$ cat config.mk
export PLATFORM = sky130hd
export DESIGN_NAME = mips_raw_scoreboard
export DESIGN_NICKNAME = d
export VERILOG_FILES = /design/src/rtl/mips_raw_scoreboard.sv
export SDC_FILE = /design/constraint.sdc
export NUM_CORES = 1
export LEC_CHECK = 0
export ABC_AREA = 1
export CORE_AREA = 4 4 54 56
export CTS_BUF_LIST = sky130_fd_sc_hd__clkbuf_2
export CTS_CLUSTER_DIAMETER = 120
export CTS_CLUSTER_SIZE = 8
export DETAILED_ROUTE_END_ITERATION = 7
export DIE_AREA = 0 0 58 60
export PLACE_DENSITY = 0.84
export SLEW_MARGIN = 20
export SYNTH_ARGS = -nofsm -noshare
export SYNTH_HDL_FRONTEND = slang
export SYNTH_SLANG_ARGS = --single-unit
$ cat constraint.sdc
create_clock -name clk -period 1.54 [get_ports clk]
set_input_delay 0.308 -clock clk [delete_from_list [all_inputs] [get_ports clk]]
set_output_delay 0.308 -clock clk [all_outputs]
set_load 0.005 [all_outputs]
$ cat src/rtl/mips_raw_scoreboard.sv
// mips_raw_scoreboard: RAW-hazard interlock tracking in-flight destination registers for LAT cycles.
// Define SCOREBOARD_FWD_EN to let final-stage hits bypass instead of stall.
module mips_raw_scoreboard #(
  parameter int NREG = 32,
  parameter int ADDR_W = 5,
  parameter int LAT = 3
) (
  input  logic                       clk,
  input  logic                       rst_n,
  input  logic                       issue_valid,
  input  logic                       issue_wr_en,
  input  logic [ADDR_W-1:0]          issue_rd,
  input  logic [ADDR_W-1:0]          issue_rs,
  input  logic [ADDR_W-1:0]          issue_rt,
  input  logic                       use_rs,
  input  logic                       use_rt,
  input  logic                       halt,
  input  logic                       flush,
  output logic                       stall,
  output logic                       wb_valid,
  output logic [ADDR_W-1:0]          wb_rd,
  output logic [$clog2(LAT+1)-1:0]   pending_cnt,
  output logic                       fwd_rs,
  output logic                       fwd_rt
);
  localparam int CW = $clog2(LAT+1);
  localparam logic [LAT-1:0] OLD = LAT'(1) << (LAT-1);
  localparam bit FULL = NREG >= (1 << ADDR_W);
  logic [LAT-1:0] v, hs, ht;
  logic [LAT-1:0][ADDR_W-1:0] rd;
  logic blk_rs, blk_rt, accept;
  // R0 and indices beyond the register file never match
  function automatic logic ok(input logic [ADDR_W-1:0] r);
    return r != '0 && (FULL || 32'(r) < NREG);
  endfunction
  always_comb begin
    hs = '0;
    ht = '0;
    for (int i = 0; i < LAT; i++) begin
      hs[i] = v[i] && rd[i] == issue_rs && ok(issue_rs);
      ht[i] = v[i] && rd[i] == issue_rt && ok(issue_rt);
    end
`ifdef SCOREBOARD_FWD_EN
    blk_rs = |(hs & ~OLD);
    blk_rt = |(ht & ~OLD);
    fwd_rs = rst_n && issue_valid && use_rs && hs[LAT-1] && !blk_rs;
    fwd_rt = rst_n && issue_valid && use_rt && ht[LAT-1] && !blk_rt;
`else
    blk_rs = |hs;
    blk_rt = |ht;
    fwd_rs = 1'b0;
    fwd_rt = 1'b0;
`endif
    stall = rst_n && issue_valid && (halt || (use_rs && blk_rs) || (use_rt && blk_rt));
    accept = issue_valid && !stall && !flush;
    pending_cnt = '0;
    for (int i = 0; i < LAT; i++) pending_cnt += CW'(v[i]);
  end
  assign wb_valid = v[LAT-1];
  assign wb_rd = rd[LAT-1];
  always_ff @(posedge clk or negedge rst_n) begin
    if (!rst_n) begin
      v <= '0;
      rd <= '0;
    end else begin
      for (int i = LAT-1; i > 0; i--) begin
        v[i] <= v[i-1] && !flush;
        rd[i] <= rd[i-1];
      end
      v[0] <= accept && issue_wr_en && ok(issue_rd);
      rd[0] <= issue_rd;
    end
  end
endmodule
; ---- Word level (Yosys, flattened, before mapping)
; Index checks and enable logic that the tools add are counted.
[totals]
regBits = 18
latchBits = 0
mem_bits_rw = 0
romBits = 0
inputBits = 23
out_inout_bits = 11
mem_count = 0
[op_classes]
add_sub_neg = 2
multipliers = 0
div = 0
order_cmp = 0
eq_ne = 6
n_shift = 0
muxes = 0
bitwise = 0
reduce_logical = 31
[ops]
columns = cell, n
row1 = $eq 5x5->1, 6
row2 = $logic_and 1x1->1, 22
row3 = $reduce_bool 5->1, 3
row4 = $reduce_or 3->1, 2
row5 = $add 1x1->2, 1
row6 = $add 2x1->2, 1
row7 = $logic_not 1->1, 2
row8 = $logic_or 1x1->1, 2

; ---- Depth between registers and ports, before layout
[logic_depth]
depth_word = 13
ltp_mapped = 10
ltp_nobuf = 10

; ---- Least setup slack after synthesis
; OpenSTA, ideal clock, no wires.
[synth_path]
path_kind = register -> output
from = register rd, in the netlist wb_rd[1]
to = output port stall
arrival_ns = 0.974
required_time_ns = 1.232
slack_ns = 0.258
path_stages_with_launch = 9
path_buffers = 0
path_cell_list = dfrtp_1 > xor2_1 > nor2_1 > nand3_2 > nand3_1 > nand2_1 > nand3_2 > nand2_1 > inv_1
[synth_between]
elab_chain_len = 8
elab_cells_between_ends = 13
cone_classes = 2 x eq/ne / 11 x reduce/logical
[synth_rtl]
columns = element, line_no
row1 = start: declaration, 30  ; logic [LAT-1:0][ADDR_W-1:0] rd;
row2 = start signal: indexed assignment, 68  ; rd[i] <= rd[i-1];
row3 = $eq 5x5->1, 40  ; hs[i] = v[i] && rd[i] == issue_rs && ok(issue_rs);
row4 = $logic_and 1x1->1 (2 in series), 40
row5 = $reduce_or 3->1, 49  ; blk_rs = |hs;
row6 = $logic_and 1x1->1, 54  ; stall = rst_n && issue_valid && (halt || (use_rs && blk_rs) || (use_rt && blk_rt));
row7 = $logic_or 1x1->1, 54
row8 = $logic_or 1x1->1 (*), 54
row9 = $logic_and 1x1->1 (*), 54
row10 = end: declaration, 19  ; output logic stall,
; Every way passes the cells marked *; elsewhere a longest branch is shown, timed or not.

; ---- Worst setup path after layout
[layout_path]
from = register rd, in the netlist wb_rd[2]
to = output port stall
; The elaborated chain is that of the path after synthesis.

==> results_dict.tcl <==
set metrics [dict create \
    synthTopCellsByArea "dfrtp_1, nand2_1, nor2_1" \
    cellPowerDensity_nw_per_um2 584 \
    dieArea_sq_um 3480 \
    fin_skew_ps 2.11 \
    ios 34 \
    grt_use_met3_pct 2.59 \
    hpwl_microns 2260 \
    finalHoldViolations 0 \
    drc 0 \
    root_buffer "clkbuf_2" \
    syn_to_final_growth_pct 42.2 \
    overflow 0 \
    ys.warnings.count 0 \
    synth.largest_area_cell "dfrtp_1" \
    path_cells "buf_6, o21ai_4, nor2_2, nand3_2, nand3_2, nand2_2, nand3_2, nand2_1, inv_1, buf_2" \
    fin_nets 257 \
    cts_max_level 1 \
    crit_fanout 3 \
    worst-path-stages 10 \
    crit_top_cell "nand3_2" \
    drtPass1Iterations 4 \
    viasPerCell 4.75 \
    finalCritPeriodShare_pct 120 \
    post_drt_wl_per_cell_microns 11.1 \
    endpoint_kind "output port" \
    violations "negative setup slack" \
    cts.sinks 18 \
    fmax_mhz 539 \
    clk_latency_ps 280 \
    p_leak_nw 0.933 \
    diodes 0 \
    grt_pass1_vias 1167 \
    cts.clk_slew.worst_paths_ps 150 \
    drive_gt1_share_pct 26.3 \
    die_w_microns 58 \
    cp_data_required_time_ps 1230 \
    r2r_cells 9 \
    grt_first_pass_wirelength_microns 4800 \
    ys_seq_area_share_pct 38.7 \
    ir_drop_mv 0.663 \
    seqPwrFrac_pct 54.1 \
    place_ws_ps -835 \
    grtUsageMet1_pct 22.6 \
    die_y_microns 60 \
    core_sq_um 2430 \
    ant_nets 0 \
    gr-usage-met2_pct 31.6 \
    crit_path_max_incr_delay_ps 450 \
    syn_avg_cell_area_sq_um 6.37 \
    gp_congestion 0.895 \
    initial_core_util_pct 47.9 \
    worst-setup-path-type "register to output port" \
    r2r_end "v[0]$_DFF_PN0_" \
    antenna_found_initial 0 \
    route.vias.total 1245 \
    cts_hold_buf 0 \
    synth_top_area_share_pct 38.7 \
    p_sw_mw 0.285 \
    cts_made_buffers 3 \
    final_core_util_pct 68.1 \
    busiest_layer "met2" \
    p_int_mw 0.683 \
    hold_path_class "input pin to async pin" \
    rsz0062_at_grt "true" \
    placementRows 18 \
    fillers 202 \
    reg2reg_slack_ps 170 \
    critPathSlowestCell "dfrtp_1" \
    grt_max_degree 19 \
    slew_viol_final 0 \
    r2r_start "wb_rd[2]$_DFF_PN0_" \
    p_sw_share_pct 29.4 \
    outcome "finished with violations" \
    grtUsageTotal_pct 18.2 \
    crit_buf_inv 3 \
    p_comb_share_pct 27.0 \
    cts_tree "yes" \
    setup_slack_ps -314 \
    yosys_register_bits 18 \
    routed_wl_microns 2910 \
    clockPowerShare_pct 19.0 \
    ys_types 18 \
    syn_inst 183 \
    startpoint_type "register" \
    syn_area_sq_um 1160 \
    port_buffers 31 \
    endpoint "stall" \
    setup_viol 3 \
    cpLargestDelayFamily "flip-flops" \
    cp-startpoint "wb_rd[2]$_DFF_PN0_" \
    min_period_ps 1850 \
    clk_path_buf_depth 2 \
    critPathArrivalTime_ps 1550 \
    cap_violations 0 \
    dr.first_iter.drc_count 78 \
]
through the flow:
step	cell area, sq um	power (mW)	setup TNS [ps]	hold WS (ps)	cells
after floorplan	1170	0.637	0	12.4	184
after global placement	1520	0.767	-1320	414	246
after detailed placement	1520	0.767	-1370	419	246
after CTS	1630	0.956	-642	340	261
after global routing	1660	1.02	-864	375	262
final	1660	0.968	-654	346	262
cells in the final DEF (no fill, tap or decap):
master / count
o21ai_0: 3
inv_1: 14
a21oi_1: 2
o21ai_4: 1
buf_2: 2
dfrtp_2: 2
nor3_1: 1
fa_2: 1
clkinv_1: 2
o21ai_1: 3
inv_2: 18
nand2_2: 1
dfrtp_1: 16
xor2_1: 1
nor2_2: 6
clkdlybuf4s50_1: 12
a21oi_2: 1
nor2_1: 19
nand3_1: 6
dlygate4sd2_1: 13
buf_4: 16
nand2_1: 73
clkbuf_2: 4
nand3_2: 3
nand4_1: 3
conb_1: 2
buf_6: 6
clkdlybuf4s15_1: 1
power groups by stage:
stage,sequential [mW],clock (mW),combinational [mW]
2_1_floorplan,0.522,0,0.115
3_3_place_gp,0.531,0,0.236
3_5_place_dp,0.531,0,0.236
4_1_cts,0.520,0.190,0.246
5_1_grt,0.527,0.203,0.292
6_report,0.523,0.184,0.261
cell usage after synthesis:
cell      number
nand2_1       74
nor2_1        23
inv_1         22
dfrtp_1       18
inv_2         10
buf_4          7
nand3_1        7
o21ai_1        4
a21oi_1        3
nand4_1        3
o21ai_0        3
nand3_2        2
nor2_2         2
clkinv_1       1
conb_1         1
fa_1           1
nor3_1         1
xor2_1         1
worst register-to-register path, cell delays in order (launching register included):
cell and delay (ps):
dfrtp_1 450, buf_6 140, o21ai_4 120, nor2_2 50
nand3_2 60, nand3_2 80, nand2_2 60, nand3_2 80
buf_4 140, a21oi_1 120
kinds of logic after synthesis:
| group | count (synthesis) | synth area share (%) |
|---|---|---|
| simple gates | 112 | 39.1 |
| xor+xnor | 1 | 0.752 |
| fa+ha+maj | 1 | 1.72 |
| flops | 18 | 38.7 |
| buf+inv | 40 | 15.1 |
| compound gates | 10 | 4.30 |
| other cells | 1 | 0.322 |
flip-flops by register name (all words and copies together) (netlist names):
| register | flops |
|---|---|
| rd | 10 |
| wb_rd | 5 |
| v | 3 |
worst min-delay path by stage:
stage | startpoint | end | cells past startpoint
2_1_floorplan | rst_n | rd[0]$_DFF_PN0_ | 0
3_3_place_gp | rd[9]$_DFF_PN0_ | wb_rd[4]$_DFF_PN0_ | 0
3_5_place_dp | rd[9]$_DFF_PN0_ | wb_rd[4]$_DFF_PN0_ | 0
4_1_cts | rst_n | rd[4]$_DFF_PN0_ | 2
5_1_grt | rst_n | v[2]$_DFF_PN0_ | 2
6_report | rst_n | rd[4]$_DFF_PN0_ | 2
routing by layer:
| layer | up-vias | wire length (microns) |
|---|---|---|
| met2 | 51 | 1380 |
| met1 | 546 | 1240 |
| li1 | 642 | - |
| met4 | 0 | 45 |
| met3 | 6 | 234 |
| met5 | - | 0 |
final cells by class:
cell class / count / area, sq um / area share, %
clock buffer: 3 / 15.0 / 0.906
multi-input combinational: 126 / 577 / 34.8
clock inverter: 1 / 3.75 / 0.227
sequential: 18 / 453 / 27.3
tap: 30 / 37.5 / 2.27
timing repair buffer: 51 / 447 / 27.0
inverter: 33 / 124 / 7.48
timing repair:
action / CTS / global route
endpoints found under the hold margin: 0 / 0
pin swaps: 10 / 8
setup buffers: 11 / 2
setup endpoints to repair: 9 / 6
gates resized for setup: 40 / 19
No activity file was read; power rests on OpenSTA's default activity.
